==> config.mk <==
export PLATFORM = sky130hd
export DESIGN_NAME = instr_encoder
export DESIGN_NICKNAME = d
export VERILOG_FILES = /design/src/rtl/instr_encoder.sv
export SDC_FILE = /design/constraint.sdc
export NUM_CORES = 1
export LEC_CHECK = 0
export ABC_AREA = 1
export CAP_MARGIN = 20
export CORE_MARGIN = 3
export CORE_UTILIZATION = 45
export DETAILED_ROUTE_END_ITERATION = 7
export GPL_TIMING_DRIVEN = 1
export HOLD_SLACK_MARGIN = 0.03
export PLACE_DENSITY = 0.69
export SYNTH_ARGS = -nofsm -noshare
export SYNTH_HDL_FRONTEND = slang
export SYNTH_SLANG_ARGS = --single-unit
==> constraint.sdc <==
create_clock -name clk -period 4.95 [get_ports clk]
set_input_delay 1.2375 -clock clk [delete_from_list [all_inputs] [get_ports clk]]
set_output_delay 1.2375 -clock clk [all_outputs]
set_load 0.05 [all_outputs]
==> src/rtl/instr_encoder.sv <==
// instr_encoder: packs instruction fields (class, registers, funct3, funct7 bit,
// immediate) into RV32I words and queues them in a DEPTH-entry FIFO. Each popped
// word is paired with its instruction-memory address. The address starts at
// BASE_ADDR and advances by 4 per pop.
// Optional feature: define IMM_RANGE_CHK_EN to reject bundles whose immediate
// cannot be represented by the selected instruction format.
module instr_encoder #(
    parameter int unsigned       DEPTH     = 4,
    parameter int unsigned       ADDR_W    = 32,
    parameter logic [ADDR_W-1:0] BASE_ADDR = '0
) (
    input  logic              clk,
    input  logic              reset,
    input  logic              in_valid,
    output logic              in_ready,
    input  logic [2:0]        in_class,
    input  logic [4:0]        in_rd,
    input  logic [4:0]        in_rs1,
    input  logic [4:0]        in_rs2,
    input  logic [2:0]        in_funct3,
    input  logic              in_f7b,
    input  logic [20:0]       in_imm,
    output logic              out_valid,
    input  logic              out_ready,
    output logic [31:0]       out_data,
    output logic [ADDR_W-1:0] out_addr,
    output logic              err,
    output logic [7:0]        err_cnt
);

    localparam int unsigned      PTR_W    = (DEPTH > 1) ? $clog2(DEPTH) : 1;
    localparam int unsigned      CNT_W    = $clog2(DEPTH + 1);
    localparam logic [CNT_W-1:0] FULL_CNT = CNT_W'(DEPTH);

    // Instruction classes accepted on in_class; codes 6 and 7 are illegal.
    typedef enum logic [2:0] {
        CLS_R   = 3'd0,
        CLS_LW  = 3'd1,
        CLS_SW  = 3'd2,
        CLS_BR  = 3'd3,
        CLS_IMM = 3'd4,
        CLS_JAL = 3'd5
    } instr_class_e;

    localparam logic [6:0] OP_R   = 7'b0110011;
    localparam logic [6:0] OP_LW  = 7'b0000011;
    localparam logic [6:0] OP_SW  = 7'b0100011;
    localparam logic [6:0] OP_BR  = 7'b1100011;
    localparam logic [6:0] OP_IMM = 7'b0010011;
    localparam logic [6:0] OP_JAL = 7'b1101111;
    localparam logic [2:0] F3_WORD = 3'b010;

    logic [31:0]       r_mem [DEPTH];
    logic [PTR_W-1:0]  r_wr_ptr;
    logic [PTR_W-1:0]  r_rd_ptr;
    logic [CNT_W-1:0]  r_count;
    logic [ADDR_W-1:0] r_addr;
    logic              r_err;
    logic [7:0]        r_err_cnt;

    logic [31:0]       w_word;
    logic [6:0]        w_f7;
    logic              w_class_ok;
    logic              w_imm_ok;
    logic              w_full;
    logic              w_empty;
    logic              w_hs;
    logic              w_push;
    logic              w_pop;

    assign w_full    = (r_count == FULL_CNT);
    assign w_empty   = (r_count == '0);
    assign in_ready  = !w_full;
    assign out_valid = !w_empty;
    assign w_hs      = in_valid && in_ready;
    assign w_push    = w_hs && w_class_ok && w_imm_ok;
    assign w_pop     = out_valid && out_ready;
    assign w_f7      = in_f7b ? 7'b0100000 : 7'b0000000;

    // Head word is shown only while the FIFO holds data; zero otherwise.
    assign out_data  = w_empty ? 32'h0 : r_mem[r_rd_ptr];
    assign out_addr  = r_addr;
    assign err       = r_err;
    assign err_cnt   = r_err_cnt;

    // Field packing per instruction class; illegal classes flag w_class_ok low.
    always_comb begin
        // NOTE: every output of a combinational block gets a default first so no latch is inferred.
        w_word     = 32'h0;
        w_class_ok = 1'b1;
        case (in_class)
            CLS_R:   w_word = {w_f7, in_rs2, in_rs1, in_funct3, in_rd, OP_R};
            CLS_LW:  w_word = {in_imm[11:0], in_rs1, F3_WORD, in_rd, OP_LW};
            CLS_SW:  w_word = {in_imm[11:5], in_rs2, in_rs1, F3_WORD, in_imm[4:0], OP_SW};
            CLS_BR:  w_word = {in_imm[12], in_imm[10:5], in_rs2, in_rs1, in_funct3,
                               in_imm[4:1], in_imm[11], OP_BR};
            CLS_IMM: w_word = {in_imm[11:0], in_rs1, in_funct3, in_rd, OP_IMM};
            CLS_JAL: w_word = {in_imm[20], in_imm[10:1], in_imm[11], in_imm[19:12],
                               in_rd, OP_JAL};
            default: w_class_ok = 1'b0;
        endcase
    end

`ifdef IMM_RANGE_CHK_EN
    // Immediate must be representable: sign bits above the field agree, offsets even.
    always_comb begin
        w_imm_ok = 1'b1;
        case (in_class)
            CLS_LW, CLS_SW, CLS_IMM:
                w_imm_ok = (&in_imm[20:11]) || !(|in_imm[20:11]);
            CLS_BR:
                w_imm_ok = ((&in_imm[20:12]) || !(|in_imm[20:12])) && !in_imm[0];
            CLS_JAL:
                w_imm_ok = !in_imm[0];
            default:
                w_imm_ok = 1'b1;
        endcase
    end
`else
    // Without range checking, excess immediate bits are simply truncated.
    assign w_imm_ok = 1'b1;
`endif

    // FIFO storage write; contents are only observed through the count, so no reset.
    // NOTE: storage arrays are left unreset so they map onto plain RAM/flops without reset fan-out.
    always_ff @(posedge clk) begin
        if (w_push) begin
            r_mem[r_wr_ptr] <= w_word;
        end
    end

    // FIFO pointers, occupancy and output address tracking.
    always_ff @(posedge clk or negedge reset) begin
        if (!reset) begin
            // NOTE: sequential state uses non-blocking assignments so all registers update together.
            r_wr_ptr <= '0;
            r_rd_ptr <= '0;
            r_count  <= '0;
            r_addr   <= BASE_ADDR;
        end else begin
            if (w_push) begin
                r_wr_ptr <= r_wr_ptr + PTR_W'(1);
            end
            if (w_pop) begin
                r_rd_ptr <= r_rd_ptr + PTR_W'(1);
                r_addr   <= r_addr + ADDR_W'(4);
            end
            case ({w_push, w_pop})
                2'b10:   r_count <= r_count + CNT_W'(1);
                2'b01:   r_count <= r_count - CNT_W'(1);
                default: r_count <= r_count;
            endcase
        end
    end

    // Rejected-bundle pulse and saturating rejection counter.
    always_ff @(posedge clk or negedge reset) begin
        if (!reset) begin
            r_err     <= 1'b0;
            r_err_cnt <= 8'd0;
        end else begin
            r_err <= w_hs && !(w_class_ok && w_imm_ok);
            if (w_hs && !(w_class_ok && w_imm_ok) && (r_err_cnt != 8'hFF)) begin
                r_err_cnt <= r_err_cnt + 8'd1;
            end
        end
    end

endmodule

Word-level counts from Yosys, hierarchy flattened
Memories as Yosys holds them, arrays and structs flattened.
Cells that the tools add are included.
{ "classes": {"addsub": 6, "n_eq_ne": 9, "mux": 7, "n_reduce_logical": 12} }
{ "ops": {"columns": ["op", "count"], "rows": [
  ["$pmux W32 S6", 1],
  ["$add A32 B3 Y32 const B", 1],
  ["$mux W32", 1],
  ["$eq A3 B3 Y1 const B", 3],
  ["$add A8 B1 Y8 const B", 1],
  ["$ne A8 B8 Y1 const B", 1],
  ["$eq A3 B2 Y1 const B", 2],
  ["$logic_not A3 Y1", 2],
  ["$mux W6", 1],
  ["$pmux W3 S2", 1],
  ["$reduce_or A6 Y1", 1],
  ["$logic_and A1 B1 Y1", 5],
  ["$add A2 B1 Y2 const B", 2],
  ["$add A3 B1 Y3 const B", 1],
  ["$eq A3 B1 Y1 const B", 1],
  ["$logic_not A1 Y1", 3],
  ["$mux W1", 3],
  ["$sub A3 B1 Y3 const B", 1],
  ["$eq A2 B1 Y1 const B", 1],
  ["$eq A2 B2 Y1 const B", 1],
  ["$reduce_bool A2 Y1", 1]
]} }
{ "totals": {"regBits": 48, "ram_bits": 128, "inputBits": 47, "output_inout_bits": 75, "wordCells": 41, "n_memories": 1} }
{ "mem_list": {"columns": ["name", "depth", "width", "rd", "rd_clocked_by_memory_dff", "write_ports", "line", "source"], "rows": [
  ["r_mem", 4, 32, 1, 0, 1, "53", "logic [31:0] r_mem [DEPTH];"]
]} }

Longest topological paths before layout
Gate-level depths: netlist of run 1.
{ "logic_depth": {"word_depth": 6, "depth_mapped": 11, "ltp_nobuf": 11} }

Least setup slack after synthesis of run 1
OpenSTA, ideal clock, no wires.
{ "synth_timing": {"path_kind": "flip-flop to output port", "from": "register r_count[0]", "to": "output port out_data[1]", "arrival_ns": 2.320, "required_ns": 3.713, "path_slack_ns": 1.392, "path_stages_with_launch": 7, "n_path_buf": 2, "path_cell_list": "dfrtp_1 -> nor2_2 -> nand2_1 -> inv_1 -> clkbuf_1 -> a21oi_1 -> buf_4"} }
{ "synth_between": {"elab_chain_cells": 2} }
{ "synth_lines": {"columns": ["element", "line", "source"], "rows": [
  ["start, declared", "56", "logic [CNT_W-1:0] r_count;"],
  ["start signal, assigned", "149", "2'b10: r_count <= r_count + CNT_W'(1);"],
  ["start signal, assigned", "150", "2'b01: r_count <= r_count - CNT_W'(1);"],
  ["start signal, assigned", "151", "default: r_count <= r_count;"],
  ["$logic_not A3 Y1", "72", "assign w_empty = (r_count == '0);"],
  ["$mux W32", "81", "assign out_data = w_empty ? 32'h0 : r_mem[r_rd_ptr];"],
  ["end, declared", "25", "output logic [31:0] out_data,"]
]} }
No other way between the ends.

Final worst setup path of run 1
{ "layout_timing": {"from": "register r_rd_ptr[0]", "to": "output port out_data[1]"} }
{ "layout_between": {"elab_chain_cells": 2} }
{ "layout_lines": {"columns": ["element", "line", "source"], "rows": [
  ["start, declared", "55", "logic [PTR_W-1:0] r_rd_ptr;"],
  ["start signal, assigned", "145", "r_rd_ptr <= r_rd_ptr + PTR_W'(1);"],
  ["$mem_v2 Z4 W32", null, null],
  ["$mux W32", "81", null]
]} }
No other way between the ends.

==> results of run 1 <==
==> cells in the final DEF (no fill, tap or decap), types with 10 or more instances in the layout <==
master           Yosys  final
dfrtp_1             46     45
xor2_1              16     16
clkbuf_16            0     17
nor2_2               6     10
o21ai_0             75     75
clkdlybuf4s50_1      0    118
nand3_1             23     23
nor2_1             169    165
nand4_1             14     14
nand2_1            121    121
a21oi_1             32     32
edfxtp_1           120    120
inv_1               72     72
==> critical path: cells and delay by family, from the launching register on <==
family,cells,cell delay [ns]
buffers and inverters,3,1.72
DFF,1,0.40
AOI/OAI and AO/OA,2,0.32
==> state kept, by name, summed over array words and instances, names as in the netlist <==
signal / flops
r_rd_ptr: 2
r_wr_ptr: 2
err: 1
r_mem: 120
r_count: 3
err_cnt: 8
out_addr: 30
==> synthesized netlist by cell type (all sizes together), types with 5 or more instances <==
| cell | n |
|---|---|
| buf | 15 |
| xor2 | 16 |
| nand4 | 14 |
| clkbuf | 14 |
| inv | 75 |
| nor3 | 5 |
| o21ai | 83 |
| xnor2 | 10 |
| a21oi | 33 |
| ha | 7 |
| nor2 | 181 |
| edfxtp | 120 |
| nand3 | 25 |
| nand2 | 128 |
| dfrtp | 46 |
==> cell type report <==
class | count | share of cell area (%)
flip-flops and latches | 166 | 49.05
multi-input cells | 513 | 25.86
repair buffers | 129 | 13.21
clock buffers | 20 | 4.503
inverters | 75 | 2.903
well taps | 220 | 2.839
clock inverters | 12 | 1.639
==> cells by family (layout without fill, tap and decap cells) <==
family          after synthesis  count (layout)
compound gates              120             120
xor+xnor                     26              26
fa+ha+maj                     8               8
buf+inv                     104             236
flops                       166             166
other cells                   1               2
simple gates                357             357
==> metal layers <==
metal	wire (um)	part of all wire, %	vias up
li1	-	-	2818
met1	8129	44	2729
met2	8616	47	193
met3	1308	7.1	24
met4	299	1.6	0
met5	0	0	-
==> final timing paths <==
| check | startpoint | cells past startpoint | slack (ns) | end |
|---|---|---|---|---|
| worst max-delay path | r_rd_ptr[0]$_DFFE_PN0P_ | 5 | 0.85 | out_data[1] |
| worst min-delay path | out_addr[31]$_DFFE_PN0P_ | 2 | 0.50 | out_addr[31]$_DFFE_PN0P_ |
| worst max register to register | r_count[0]$_DFFE_PN0P_ | 8 | 2.87 | r_count[2]$_DFFE_PN0P_ |
| worst min register to register | out_addr[31]$_DFFE_PN0P_ | 2 | 0.50 | out_addr[31]$_DFFE_PN0P_ |
| max in group asynchronous | reset | 2 | 3.61 | r_rd_ptr[0]$_DFFE_PN0P_ |
| min in group asynchronous | reset | 2 | 0.90 | out_addr[28]$_DFFE_PN0P_ |
==> power by group through the flow <==
| stage | Sequential [uW] | Clock, uW | Combinational [uW] |
|---|---|---|---|
| after floorplan | 1990 | 0 | 1730 |
| after CTS | 1830 | 1360 | 2740 |
| after global routing | 1860 | 1420 | 2940 |
| after global placement | 1850 | 0 | 2710 |
| after detailed placement | 1860 | 0 | 2730 |
| final | 1830 | 1330 | 2740 |
==> per-stage QoR <==
step	instances	hold slack, ns	util [%]	setup slack (ns)	total power [uW]
3_3_place_gp	1102	0.4864	54.52	1.282	4566
2_1_floorplan	783	0.4856	-	1.392	3718
6_report	1135	0.5047	58.27	0.8457	5909
3_5_place_dp	1102	0.4968	54.52	1.252	4588
4_1_cts	1134	0.5127	58.10	0.8039	5937
5_1_grt	1135	0.5376	58.27	0.6725	6214
==> results.yml, run 1 <==
logic_synthesis:
  yosysTopAreaCellShare_pct: 46.97
  yosys.area_share.simple_pct: 19.85
  synth_area_per_cell_um2: 9.810
  synth_top_area_cell: "edfxtp_1"
  syn_area_mm2: 0.007671
  synth-edff-count: 120
  synth_mux_area_share_pct: 0
  synth.area.top_cells: "edfxtp_1 (47%), dfrtp_1 (15%), nor2_1 (8.3%)"
  yosysWarnings: 0
  postSynth.topFlopCell: "edfxtp_1"
  synth_fa_ha_area_share_pct: 1.403
  ys_ff_latch: 166
  async_reset_ff_share_pct: 27.71
  synth-compound-area-share_pct: 8.139
  synth_top_family_by_area: "simple AND/OR/NAND/NOR gates"
  netlist_instances: 782
  synthXorXnorAreaFrac_pct: 3.066
  synth.distinct_cells: 35
  ys_seq_area_share_pct: 61.98
clocking:
  cts_sinks: 166
  cts_tree: "built"
  clk_pin_slew_ns: 0.06
  clock_latency_ns: 0.42
  cts_setup_buffers: 0
  root_buffer: "clkbuf_16"
  clockBufferDepth: 2
  cts_resized: 0
  cts_buffers: 17
  cts_htree_levels: 4
  ctsHoldBuffers: 0
layout:
  drive_gt1_share_pct: 7.760
  multiInputGateArea_mm2: 0.002507
  area.growth.synth_to_final_pct: 26.41
  fill_cells: 1407
  antenna_cells: 0
  postLayoutCellArea_mm2: 0.009697
  seqCellArea_mm2: 0.004756
  layout.nets: 957
power:
  power_frac_comb_pct: 46.4
  power.switching_uw: 2502
  sequentialPowerShare_pct: 31.0
  p_int_uw: 3407
  cellLeakagePower_uw: 0.003823
  vdd_drop_max_mv: 0.4670
  power_frac_clock_pct: 22.6
  p_per_area_mw_per_mm2: 609.4
  switching_share_pct: 42.34
grt:
  antenna_found_initial: 0
  grt_max_degree: 62
  use_met3_pct: 5.441
  globalRoute.busiestLayer: "met2"
  first_global_vias: 5551
  grt_pass1_wl_um: 28680
  use_met2_pct: 32.50
  grt_use_total_pct: 20.09
  grt_remaining_overflow: 0
  use_met1_pct: 26.75
sta:
  grt_setup_unrepaired: "no"
  report.final.hold_viol_count: 0
  clock_skew_ns: 0.006695
  period_needed_ns: 4.104
  worst_pin_slew_ns: 0.7185
  clock.fmax_mhz: 243.6
  period_share_pct: 82.91
  fin_tns_setup_ns: 0
  setup_viol: 0
  final-max-slew-violation-count: 0
  relSlewSlack_pct: 52.03
die:
  die_y_um: 136.6
  die_x_um: 136.6
  dieArea_mm2: 0.01865
  num_rows: 47
  io_pins: 122
  start_util_pct: 46.09
  core_area_mm2: 0.01664
hold_path:
  hold_class: "flop to flop"
placement:
  placed_area_mm2: 0.009074
  place.detailed.hpwl_um: 11680
  gp_congestion: 0.8148
  port_buffers: 119
routing:
  vias: 5764
  ant_nets: 0
  drtIter0Drc: 459
  wl_um: 18350
  routed_via_density: 5.078
  drc: 0
  dr.pass1.iters: 4
  wl_per_cell_um: 16.17
worst_setup_path:
  crit_fanout: 46
  arrival_ns: 2.87
  critPathCaptureType: "primary output"
  required_ns: 3.71
  cp_slowest_stage_delay_ns: 0.86
  cpMaxStageDelayCell: "clkdlybuf4s50_1"
  cp_cell_sequence: "inv_2, buf_4, o21ai_0, a21oi_1, clkdlybuf4s50_1"
  startpoint_type: "flop"
  critical_path_class: "flop to primary output"
status:
  status: "complete, no violations"
job:
  drv_cap: 0
(Power assumes the default switching activity.)
==> run 2: changes to the inputs <==
--- a/config.mk
+++ b/config.mk
@@ -12,7 +12,7 @@
 export DETAILED_ROUTE_END_ITERATION = 7
 export GPL_TIMING_DRIVEN = 1
 export HOLD_SLACK_MARGIN = 0.03
-export PLACE_DENSITY = 0.69
+export PLACE_DENSITY = 0.72
 export SYNTH_ARGS = -nofsm -noshare
 export SYNTH_HDL_FRONTEND = slang
 export SYNTH_SLANG_ARGS = --single-unit
==> constraint.sdc (replaced) <==
create_clock -name clk -period 3.4 [get_ports clk]
set_input_delay 0.85 -clock clk [delete_from_list [all_inputs] [get_ports clk]]
set_output_delay 0.85 -clock clk [all_outputs]
set_load 0.05 [all_outputs]
==> results.yml, run 2 (synthesis results as in run 1) <==
status:
  status: "complete, no violations"
routing:
  dr.pass1.iters: 5
  ant_nets: 0
  drc: 0
  routed_via_density: 5.090
  vias: 5803
  wl_um: 18350
  wl_per_cell_um: 16.10
  drtIter0Drc: 439
grt:
  grt_use_total_pct: 20.30
  antenna_found_initial: 0
  first_global_vias: 5858
  grt_pass1_wl_um: 29120
  grt_remaining_overflow: 0
  grt_max_degree: 43
clocking:
  cts_sinks: 166
  cts_resized: 0
  cts_buffers: 17
  clock_latency_ns: 0.42
  ctsHoldBuffers: 0
  clockBufferDepth: 2
  clk_pin_slew_ns: 0.07
  cts_tree: "built"
  root_buffer: "clkbuf_16"
  cts_setup_buffers: 0
  cts_htree_levels: 4
power:
  vdd_drop_max_mv: 0.5254
  p_total_uw: 9393
  p_per_area_mw_per_mm2: 932.6
  cellLeakagePower_uw: 0.004007
worst_setup_path:
  crit_fanout: 42
  critPathCaptureType: "primary output"
  critical_path_class: "flop to primary output"
  rr_worst_depth: 9
  required_ns: 2.55
  timing.rr.start: "r_count[0]$_DFFE_PN0P_"
  regToRegSetupSlack_ns: 1.47
  r2r-end: "r_count[2]$_DFFE_PN0P_"
  startpoint_type: "flop"
  arrival_ns: 2.39
sta:
  setup_viol: 0
  period_needed_ns: 3.240
  relSlewSlack_pct: 56.83
  report.final.hold_viol_count: 0
  grt_setup_unrepaired: "no"
  clock_skew_ns: 0.009485
  period_share_pct: 95.29
  final-max-slew-violation-count: 0
  worst_pin_slew_ns: 0.6408
  clock.fmax_mhz: 308.7
  fin_tns_setup_ns: 0
die:
  start_util_pct: 46.09
  core_area_mm2: 0.01664
  io_pins: 122
  dieArea_mm2: 0.01865
  die_y_um: 136.6
  die_x_um: 136.6
  num_rows: 47
layout:
  antenna_cells: 0
  largest_reg_flops: 120
  area.growth.synth_to_final_pct: 31.30
  regMostFlops: "r_mem"
  finalCoreUtilization_pct: 60.52
  mostFrequentLayoutCell: "nor2_1"
  final_cell_mix: "nor2_1 (165), nand2_1 (121), edfxtp_1 (120)"
  drive_gt1_share_pct: 12.28
  layout.nets: 962
hold_path:
  hold_class: "primary input to asynchronous set/reset pin"
placement:
  place.detailed.hpwl_um: 12200
  gp_congestion: 0.8414
  port_buffers: 119
job:
  drv_cap: 0
==> run 2: area by class of cell <==
class                           count  area [um^2]
Multi-Input combinational cell    513         2507
Clock inverter                     15        145.1
Inverter                           75        281.5
Clock buffer                       17        425.4
Timing Repair Buffer              134         1682
Tap cell                          220        275.3
Sequential cell                   166         4756
Fill cell                        1353         6570
==> run 2: report_power, final <==
group          leakage [uW]  internal [uW]  switching (uW)
combinational       0.00205           1920            2960
sequential          0.00169           2510             155
clock              0.000272           1030             817
==> run 2: per-stage QoR <==
| stage | setup WS (ns) | hold WS [ns] | instances | instance area [um^2] |
|---|---|---|---|---|
| 3_3_place_gp | 0.3485 | 0.5021 | 1108 | 9502 |
| 3_5_place_dp | 0.2706 | 0.5090 | 1108 | 9502 |
| 5_1_grt | 0.01845 | 0.4257 | 1140 | 10070 |
| 4_1_cts | 0.1218 | 0.3997 | 1140 | 10070 |
| 2_1_floorplan | 0.2297 | 0.4856 | 783 | 7675 |
| 6_report | 0.1602 | 0.3952 | 1140 | 10070 |
==> run 2: per-layer routing <==
layer	part of all wire, %	vias to the layer above	GRT usage, %
li1	-	2841	-
met1	42	2732	25.95
met2	50	210	34.34
met3	7.0	20	4.559
met4	1.5	0	6.719
met5	0	-	0
==> run 2: how the worst max path moves through the flow <==
stage | slack, ns | to | from | cells past startpoint
floorplan | 0.23 | out_data[1] | r_count[0]$_DFFE_PN0P_ | 6
global placement | 0.35 | r_count[2]$_DFFE_PN0P_ | in_class[1] | 11
detailed placement | 0.27 | r_count[2]$_DFFE_PN0P_ | in_class[1] | 11
CTS | 0.12 | out_data[23] | r_rd_ptr[0]$_DFFE_PN0P_ | 7
global route | 0.02 | out_data[23] | r_rd_ptr[0]$_DFFE_PN0P_ | 7
finish | 0.16 | out_data[23] | r_rd_ptr[0]$_DFFE_PN0P_ | 7
==> run 2: critical path: stages (launching register included) <==
cell,delay [ns]
dfrtp_2,0.37
buf_4,0.41
buf_4,0.33
nor2_1,0.08
nor2_1,0.08
o21ai_0,0.10
a21oi_1,0.40
buf_12,0.20
